**config.mk**
```make
export PLATFORM = sky130hd
export DESIGN_NAME = beacon_report_gen
export DESIGN_NICKNAME = d
export VERILOG_FILES = /design/src/rtl/beacon_report_gen.sv
export SDC_FILE = /design/constraint.sdc
export NUM_CORES = 2
export LEC_CHECK = 0
export ABC_CLOCK_PERIOD_IN_PS = 27300
export CAP_MARGIN = 0
export CORE_MARGIN = 3
export CORE_UTILIZATION = 45
export DETAILED_ROUTE_END_ITERATION = 8
export GPL_TIMING_DRIVEN = 0
export PLACE_DENSITY = 0.61
export SYNTH_ARGS = -nofsm -noshare
export SYNTH_HDL_FRONTEND = slang
export SYNTH_MEMORY_MAX_BITS = 65536
export SYNTH_SLANG_ARGS = --single-unit
```
**constraint.sdc**
```tcl
create_clock -name clk -period 27.3 [get_ports clk]
set_clock_uncertainty 0.05 [all_clocks]
set_input_delay 5.46 -clock clk [delete_from_list [all_inputs] [get_ports clk]]
set_output_delay 5.46 -clock clk [all_outputs]
set_load 0.1 [all_outputs]
```
**src/rtl/beacon_report_gen.sv**
```systemverilog
// Beacon report generator: forwards the 134-bit packet stream and splices
// periodic or requested 4-word report packets in at packet boundaries.
module beacon_report_gen #(
  parameter logic [7:0]  LMID       = 8'd11,
  parameter logic [31:0] PERIOD_CYC = 32'd125000,
  parameter logic [47:0] CTRL_MAC   = 48'h00_0C_00_00_00_01,
  parameter int unsigned FIFO_AW    = 5
) (
  input  logic         clk,
  input  logic         rst_n,
  input  logic [133:0] in_lr_data,
  input  logic         in_lr_data_wr,
  input  logic         in_lr_data_valid,
  input  logic         in_lr_data_valid_wr,
  input  logic [47:0]  in_local_mac_id,
  input  logic         in_report_req,
  output logic [133:0] out_lr_data,
  output logic         out_lr_data_wr,
  output logic         out_lr_data_valid,
  output logic         out_lr_data_valid_wr,
  output logic         out_fifo_overflow,
  output logic [31:0]  out_report_cnt
);

  localparam int unsigned DW    = 134;
  localparam int unsigned PW    = FIFO_AW + 1;
  localparam int unsigned DEPTH = 1 << FIFO_AW;
  localparam logic [1:0]  HEAD  = 2'b01;
  localparam logic [1:0]  MID   = 2'b11;
  localparam logic [1:0]  TAIL  = 2'b10;

  typedef struct packed {
    logic          valid_wr;
    logic          valid;
    logic [DW-1:0] data;
  } entry_t;

  typedef enum logic [1:0] {IDLE_S, PASS_S, RPT_S} state_e;

  state_e        state_q, state_d;
  logic [1:0]    wcnt_q, wcnt_d;
  logic [DW-1:0] out_data_q, out_data_d;
  logic          out_wr_q, out_wr_d;
  logic          out_valid_q, out_valid_d;
  logic          out_valid_wr_q, out_valid_wr_d;
  logic          ovf_q, ovf_d;
  logic [31:0]   rpt_cnt_q, rpt_cnt_d;
  logic [31:0]   ts_cnt_q, ts_cnt_d;
  logic [31:0]   rx_cnt_q, rx_cnt_d;
  logic [31:0]   ts_snap_q, ts_snap_d;
  logic [31:0]   rx_snap_q, rx_snap_d;
  logic [31:0]   period_q, period_d;
  logic          pend_q, pend_d;
  logic [PW-1:0] wr_ptr_q, wr_ptr_d;
  logic [PW-1:0] rd_ptr_q, rd_ptr_d;

  entry_t        fifo_mem [DEPTH];
  entry_t        top;
  entry_t        in_entry;
  logic [PW-1:0] fill;
  logic          full, empty, push, pop, emit_head, period_wrap;

  assign in_entry = '{valid_wr: in_lr_data_valid_wr, valid: in_lr_data_valid, data: in_lr_data};
  assign fill     = PW'(wr_ptr_q - rd_ptr_q);
  assign full     = (fill == PW'(DEPTH));
  assign empty    = (wr_ptr_q == rd_ptr_q);
  assign push     = in_lr_data_wr & ~full;
  assign top      = fifo_mem[rd_ptr_q[FIFO_AW-1:0]];

  // Passthrough buffer storage; read side falls through combinationally.
  always_ff @(posedge clk) begin
    if (push) fifo_mem[wr_ptr_q[FIFO_AW-1:0]] <= in_entry;
  end

  // Counters, pointers, sticky overflow and report-trigger coalescing.
  always_comb begin
    period_wrap = (period_q == PERIOD_CYC - 32'd1);
    period_d    = period_wrap ? 32'd0 : period_q + 32'd1;
    ts_cnt_d    = ts_cnt_q + 32'd1;
    rx_cnt_d    = rx_cnt_q + ((push && in_lr_data[133:132] == HEAD) ? 32'd1 : 32'd0);
    ovf_d       = ovf_q | (in_lr_data_wr & full);
    wr_ptr_d    = push ? wr_ptr_q + PW'(1) : wr_ptr_q;
    rd_ptr_d    = pop ? rd_ptr_q + PW'(1) : rd_ptr_q;
    pend_d      = (pend_q & ~emit_head) | period_wrap | in_report_req;
  end

  // Output sequencer: report priority at boundaries, passthrough, report emission.
  always_comb begin
    state_d        = state_q;
    wcnt_d         = wcnt_q;
    out_data_d     = '0;
    out_wr_d       = 1'b0;
    out_valid_d    = 1'b0;
    out_valid_wr_d = 1'b0;
    rpt_cnt_d      = rpt_cnt_q;
    ts_snap_d      = ts_snap_q;
    rx_snap_d      = rx_snap_q;
    pop            = 1'b0;
    emit_head      = 1'b0;
    case (state_q)
      IDLE_S: begin
        if (pend_q) begin
          out_wr_d   = 1'b1;
          out_data_d = {HEAD, 4'h0, CTRL_MAC, in_local_mac_id, 16'hFF01, 4'h0, 4'he, 8'h00};
          emit_head  = 1'b1;
          ts_snap_d  = ts_cnt_q;
          rx_snap_d  = rx_cnt_q;
          wcnt_d     = 2'd1;
          state_d    = RPT_S;
        end else if (!empty) begin
          pop = 1'b1;
          if (top.data[133:132] == HEAD) begin
            out_wr_d       = 1'b1;
            out_data_d     = top.data;
            out_valid_d    = top.valid;
            out_valid_wr_d = top.valid_wr;
            state_d        = PASS_S;
          end
        end
      end
      PASS_S: begin
        if (!empty) begin
          pop            = 1'b1;
          out_wr_d       = 1'b1;
          out_data_d     = top.data;
          out_valid_d    = top.valid;
          out_valid_wr_d = top.valid_wr;
          if (top.data[133:132] == TAIL) state_d = IDLE_S;
        end
      end
      RPT_S: begin
        out_wr_d = 1'b1;
        wcnt_d   = wcnt_q + 2'd1;
        case (wcnt_q)
          2'd1:    out_data_d = {MID, 4'h0, LMID, rpt_cnt_q, ts_snap_q, rx_snap_q, 24'h0};
          2'd2:    out_data_d = {MID, 132'h0};
          2'd3: begin
            out_data_d     = {TAIL, 132'h0};
            out_valid_d    = 1'b1;
            out_valid_wr_d = 1'b1;
            rpt_cnt_d      = rpt_cnt_q + 32'd1;
            state_d        = IDLE_S;
          end
          default: out_data_d = '0;
        endcase
      end
      default: state_d = IDLE_S;
    endcase
  end

  // State and output registers; reset abandons any partial packet.
  always_ff @(posedge clk or negedge rst_n) begin
    if (!rst_n) begin
      state_q        <= IDLE_S;
      wcnt_q         <= '0;
      out_data_q     <= '0;
      out_wr_q       <= 1'b0;
      out_valid_q    <= 1'b0;
      out_valid_wr_q <= 1'b0;
      ovf_q          <= 1'b0;
      rpt_cnt_q      <= '0;
      ts_cnt_q       <= '0;
      rx_cnt_q       <= '0;
      ts_snap_q      <= '0;
      rx_snap_q      <= '0;
      period_q       <= '0;
      pend_q         <= 1'b0;
      wr_ptr_q       <= '0;
      rd_ptr_q       <= '0;
    end else begin
      state_q        <= state_d;
      wcnt_q         <= wcnt_d;
      out_data_q     <= out_data_d;
      out_wr_q       <= out_wr_d;
      out_valid_q    <= out_valid_d;
      out_valid_wr_q <= out_valid_wr_d;
      ovf_q          <= ovf_d;
      rpt_cnt_q      <= rpt_cnt_d;
      ts_cnt_q       <= ts_cnt_d;
      rx_cnt_q       <= rx_cnt_d;
      ts_snap_q      <= ts_snap_d;
      rx_snap_q      <= rx_snap_d;
      period_q       <= period_d;
      pend_q         <= pend_d;
      wr_ptr_q       <= wr_ptr_d;
      rd_ptr_q       <= rd_ptr_d;
    end
  end

  assign out_lr_data          = out_data_q;
  assign out_lr_data_wr       = out_wr_q;
  assign out_lr_data_valid    = out_valid_q;
  assign out_lr_data_valid_wr = out_valid_wr_q;
  assign out_fifo_overflow    = ovf_q;
  assign out_report_cnt       = rpt_cnt_q;

endmodule
```
# Word level (Yosys, flattened, before mapping)
# Memory sizes are Yosys's and may differ from the RTL's.
# Cells that the tools add are included.
dict set report op_classes {
  bitwise_logic 8
  eq_ne 17
  reduce_logical 7
  muxes 39
  addsub 8
}
# cell n
set op_table {}
lappend op_table {{$pmux W134 S3} 2}
lappend op_table {{$mux W134} 4}
lappend op_table {{$add A32 B1 Y32 const B} 3}
lappend op_table {{$add A32 B1 Y32} 1}
lappend op_table {{$eq A32 B17 Y1 const B} 1}
lappend op_table {{$mux W32} 1}
lappend op_table {{$mux W1} 19}
lappend op_table {{$mux W2} 7}
lappend op_table {{$add A6 B1 Y6 const B} 2}
lappend op_table {{$pmux W1 S3} 3}
lappend op_table {{$eq A2 B1 Y1 const B} 4}
lappend op_table {{$eq A2 B2 Y1 const B} 4}
lappend op_table {{$ne A2 B2 Y1 const B} 4}
lappend op_table {{$eq A6 B6 Y1} 1}
lappend op_table {{$eq A6 B6 Y1 const B} 1}
lappend op_table {{$ne A3 B3 Y1 const B} 2}
lappend op_table {{$pmux W2 S3} 1}
lappend op_table {{$reduce_and A2 Y1} 3}
lappend op_table {{$sub A6 B6 Y6} 1}
lappend op_table {{$reduce_and A5 Y1} 1}
lappend op_table {{$pmux W2 S2} 1}
lappend op_table {{$and A1 B1 Y1} 3}
lappend op_table {{$or A1 B1 Y1} 3}
lappend op_table {{$add A2 B1 Y2 const B} 1}
lappend op_table {{5 further kinds} 6}
dict set report totals {
  memories 1
  input_bits 188
  wordCells 96
  reg_bits 347
  ramBits 4352
}
# memory depth width rd rd_ports_with_merged_regs write_ports line_no
set memory_table {}
lappend memory_table {fifo_mem 32 136 1 0 1 57} ;# entry_t fifo_mem [DEPTH];

# Logic depth before layout (Yosys ltp)
dict set report logic_depth {
  word_depth 7
  depth_mapped 19
  ltp_nobuf 14
}

# Worst setup path after synthesis
# No wires, ideal clock.
dict set report synth_path {
  path_type {in2reg}
  from {input in_lr_data_wr}
  to {memory fifo_mem[13][0] in the netlist's numbering, enable pin}
  setup_time_ns 0.798
  n_path_buf 1
  cell_stages 5
  slack_ns 11.012
  arrival_ns 15.440
  cell_sequence {inv_1 -> a31oi_1 -> clkbuf_1 -> nand2_1 -> nor3_1}
}
dict set report synth_between {
  elab_chain_cells 3
}
# element line_no
set synth_rtl {}
lappend synth_rtl {{from (decl)} 12} ;# input logic in_lr_data_wr,
lappend synth_rtl {{$and A1 B1 Y1} 67} ;# assign push = in_lr_data_wr & ~full;
lappend synth_rtl {{$mux W1} 72} ;# if (push) fifo_mem[wr_ptr_q[FIFO_AW-1:0]] <= in_entry;
lappend synth_rtl {{$mux W1 (not written as such)} 72}
lappend synth_rtl {{to (decl)} 57}
# No other way between the ends.

# Worst setup path in the final report
dict set report layout_path {
  from {input in_lr_data_wr}
  to {memory fifo_mem[13][65] in the netlist's numbering, enable pin}
}
# The elaborated chain is that of the path after synthesis.

==> results.sh <==
export IMPL_status="finished with violations"
export IMPL_violations="DRC, capacitance limit, slew limit"
export IMPL_total_power_uw=21300
export IMPL_cp_top_family="buffers and inverters"
export IMPL_drc_errors=5
export IMPL_powerDensity_nw_per_um2=101.3
export IMPL_synth_edf_count=4352
export IMPL_synthArstFlopShare=0.07385
export IMPL_tightest_slew_ns=1.518
export IMPL_crit_slowest_cell="nor3_2"
export IMPL_fin_crit_sh=0.3432
export IMPL_hp_class="reg2reg"
export IMPL_maxSlewViolCount=11
export IMPL_reg2reg_slack_ns=18.02
export IMPL_drive_gt1_frac=0.2671
export IMPL_first_pass_iters=9
export IMPL_worstSkewPairLatency_ns=1.00
export IMPL_grt_pass1_vias=90030
export IMPL_startpoint="in_lr_data_wr"
export IMPL_timing_rr_start="rd_ptr_q[2]"
export IMPL_critPathMaxFanout=10
export IMPL_cts_clk_slew_worst_paths_ns=0.06
export IMPL_hold_ws_ns=0.4279
export IMPL_arrival_ns=9.99
export IMPL_clockRootBuffer="clkbuf_16"
export IMPL_crit_chain="clkdlybuf4s50_1 > inv_1 > a31oi_1 > clkbuf_1 > nand2_1 > nor3_2 > buf_6 > buf_6 > buf_6 > buf_6 > buf_4 > buf_6"
export IMPL_netlist_cell_type_count=56
export IMPL_gp_congestion=0.8665
export IMPL_ctsHoldBuffers=0
export IMPL_grtUsageTotal=0.2495
export IMPL_worst_setup_path_start_kind="input port"
export IMPL_avgSynthCellArea_um2=22.94
export IMPL_ff2ff_path_depth=15
export IMPL_synthFlopType="edfxtp_1"
export IMPL_setup_violations_final=0
export IMPL_htreeDepth=5
export IMPL_post_cts_resized=0
export IMPL_seq_area_frac_synth=0.7774
export IMPL_critPathCapture="fifo_mem[13][65]"
export IMPL_area_growth_pct=17.28
export IMPL_endpoint_kind="flop"
export IMPL_antenna_found_initial=63
export IMPL_cts_tree="built"
export IMPL_leakage_uw=0.06802
export IMPL_vias=89210
export IMPL_netlist_instances=7814
export IMPL_wl_um=509700
export IMPL_ys_ff_latch=4699
export IMPL_rows=231
export IMPL_nNetsFinal=9155
export IMPL_start_util=0.4524
export IMPL_grt_first_pass_wirelength_um=708600
export IMPL_fmax_mhz=106.7
export IMPL_wl_per_cell_um=34.84
export IMPL_finalCriticalPeriod_ns=9.369
export IMPL_clk_path_buf_depth=4
export IMPL_post_cts_buffers=0
export IMPL_critPathKind="in2reg"
export IMPL_hp_start="rx_cnt_q[31]"
export IMPL_die_w_um=637.2
export IMPL_syn_area_um2=179300
export IMPL_cts_sinks=4699
export IMPL_synthesis_nets=8022
export IMPL_io_pin_count=358
export IMPL_ys_warn_count=0
export IMPL_grt_max_degree=120
export IMPL_worst_ep_required_time_ns=27.92
export IMPL_dp_hpwl_um=346000
export IMPL_max_cap_violations=2
export IMPL_cp_num_buf_inv=9
export IMPL_vias_per_cell=6.099
export IMPL_dieArea_um2=406000
export IMPL_grt_ovfl_total=0
export IMPL_drtIter0Drc=11670
export IMPL_cts_buffers_inserted=467
export IMPL_cpMostUsedCell="buf_6"
export IMPL_final_common_cell="edfxtp_1"
export IMPL_core_um2=396300
export IMPL_ant_nets=0
export IMPL_die_y_um=637.2
export IMPL_r2r_end="out_lr_data[31]"
export IMPL_cp_depth=12
export IMPL_numPortBuffers=357
export IMPL_utilization=0.5306
export IMPL_relSlewSlack=-0.01199
export IMPL_rsz0062_at_grt="no"
export IMPL_hold_viol_final=0
export IMPL_slowest_delay_ns=0.98
export IMPL_vdd_drop_max_mv=0.06256
export IMPL_most_common_layout_cells="edfxtp_1 (4352), mux4_2 (1354), nand2_1 (605), clkbuf_16 (473), clkdlybuf4s50_1 (356)"
-- sequential cells by signal, indices dropped and copies added, names as in the netlist --
| signal | cells |
|---|---|
| state_q | 2 |
| out_lr_data | 134 |
| ts_snap_q | 32 |
| out_lr_data_wr | 1 |
| out_lr_data_valid | 1 |
| period_q | 32 |
| fifo_mem | 4352 |
| wcnt_q | 2 |
| rx_snap_q | 32 |
| out_lr_data_valid_wr | 1 |
| ts_cnt_q | 32 |
| wr_ptr_q | 6 |
| rx_cnt_q | 32 |
| out_fifo_overflow | 1 |
| rd_ptr_q | 6 |
| pend_q | 1 |
| out_report_cnt | 32 |
-- cells in the mapped netlist (all sizes together), types with 47 or more instances --
| cell type | n | area [um2] |
|---|---|---|
| a222oi | 47 | 470.5 |
| buf | 176 | 1022 |
| clkbuf | 237 | 889.6 |
| dfrtp | 347 | 8683 |
| edfxtp | 4352 | 130700 |
| mux2i | 56 | 560.5 |
| mux4 | 1354 | 30490 |
| nand2 | 605 | 2271 |
| nand3 | 48 | 240.2 |
| nand4 | 115 | 719.4 |
| nor2 | 77 | 289.0 |
| xnor2 | 88 | 770.7 |
-- final cells by class --
type / instances / area (um2)
antenna: 42 / 105.1
buffer: 413 / 1922
clock buffer: 625 / 12760
clock inverter: 241 / 1851
fill: 29950 / 186000
inverter: 22 / 82.58
multi-input combinational: 2680 / 38160
sequential: 4699 / 139400
tap: 5242 / 6559
timing repair buffer: 664 / 9449
-- stage by stage --
| step | cells | worst slack, ns | setup TNS [ns] | cell area, um2 |
|---|---|---|---|---|
| 2_1_floorplan | 7814 | 11.01 | 0 | 179300 |
| 3_3_place_gp | 13410 | -5.041 | -1953.47 | 189400 |
| 3_5_place_dp | 13720 | 17.13 | 0 | 195500 |
| 4_1_cts | 14590 | 18.15 | 0 | 210100 |
| 5_1_grt | 14620 | 17.95 | 0 | 210200 |
| 6_report | 14630 | 17.93 | 0 | 210300 |
-- power by group --
part           internal, uW  total [uW]  leakage, uW  switching (uW)
clock network          3470        6160      0.00713            2680
registers              8400        8540       0.0439             139
logic                  2530        6610       0.0170            4080
-- how the worst min path moves through the flow --
stage / to / slack (ns) / cells past startpoint
final: rx_cnt_q[31] / 0.43 / 1
after global placement: period_q[31] / 0.41 / 1
after detailed placement: rx_cnt_q[31] / 0.41 / 1
after CTS: period_q[31] / 0.43 / 1
after floorplan: rx_cnt_q[31] / 0.39 / 1
after global routing: ts_cnt_q[31] / 0.44 / 1
-- worst register-to-register path, stage by stage, from the launching register on --
cell and delay (ns):
dfrtp_1 0.41, buf_2 0.23, inv_2 0.29, buf_2 0.71, buf_2 0.70, buf_2 0.52
clkbuf_1 0.99, ha_1 0.34, inv_1 0.06, nor4b_1 1.01, nor2_1 0.17, and2_1 0.22
clkbuf_1 0.57, a41oi_2 0.94, clkbuf_1 0.95, o21ai_0 0.73
-- routing by layer --
layer / track usage / vias to the layer above / share of wire
li1: - / 35300 / -
met1: 0.3260 / 48590 / 0.37
met2: 0.4191 / 4439 / 0.51
met3: 0.04167 / 865 / 0.080
met4: 0.1002 / 16 / 0.044
met5: 0 / - / 0.00018
-- cell families (layout without fill, tap and decap cells) --
| kind of cell | count (synthesis) | count (layout) | share of synthesized area |
|---|---|---|---|
| xor+xnor | 133 | 133 | 0.006581 |
| compound gates | 176 | 176 | 0.007181 |
| flops | 4699 | 4699 | 0.7774 |
| other cells | 0 | 42 | 0 |
| buf+inv | 435 | 1965 | 0.01112 |
| mux | 1411 | 1411 | 0.1733 |
| simple gates | 940 | 940 | 0.02306 |
| fa+ha+maj | 20 | 20 | 0.001396 |
(Power assumes the default switching activity.)
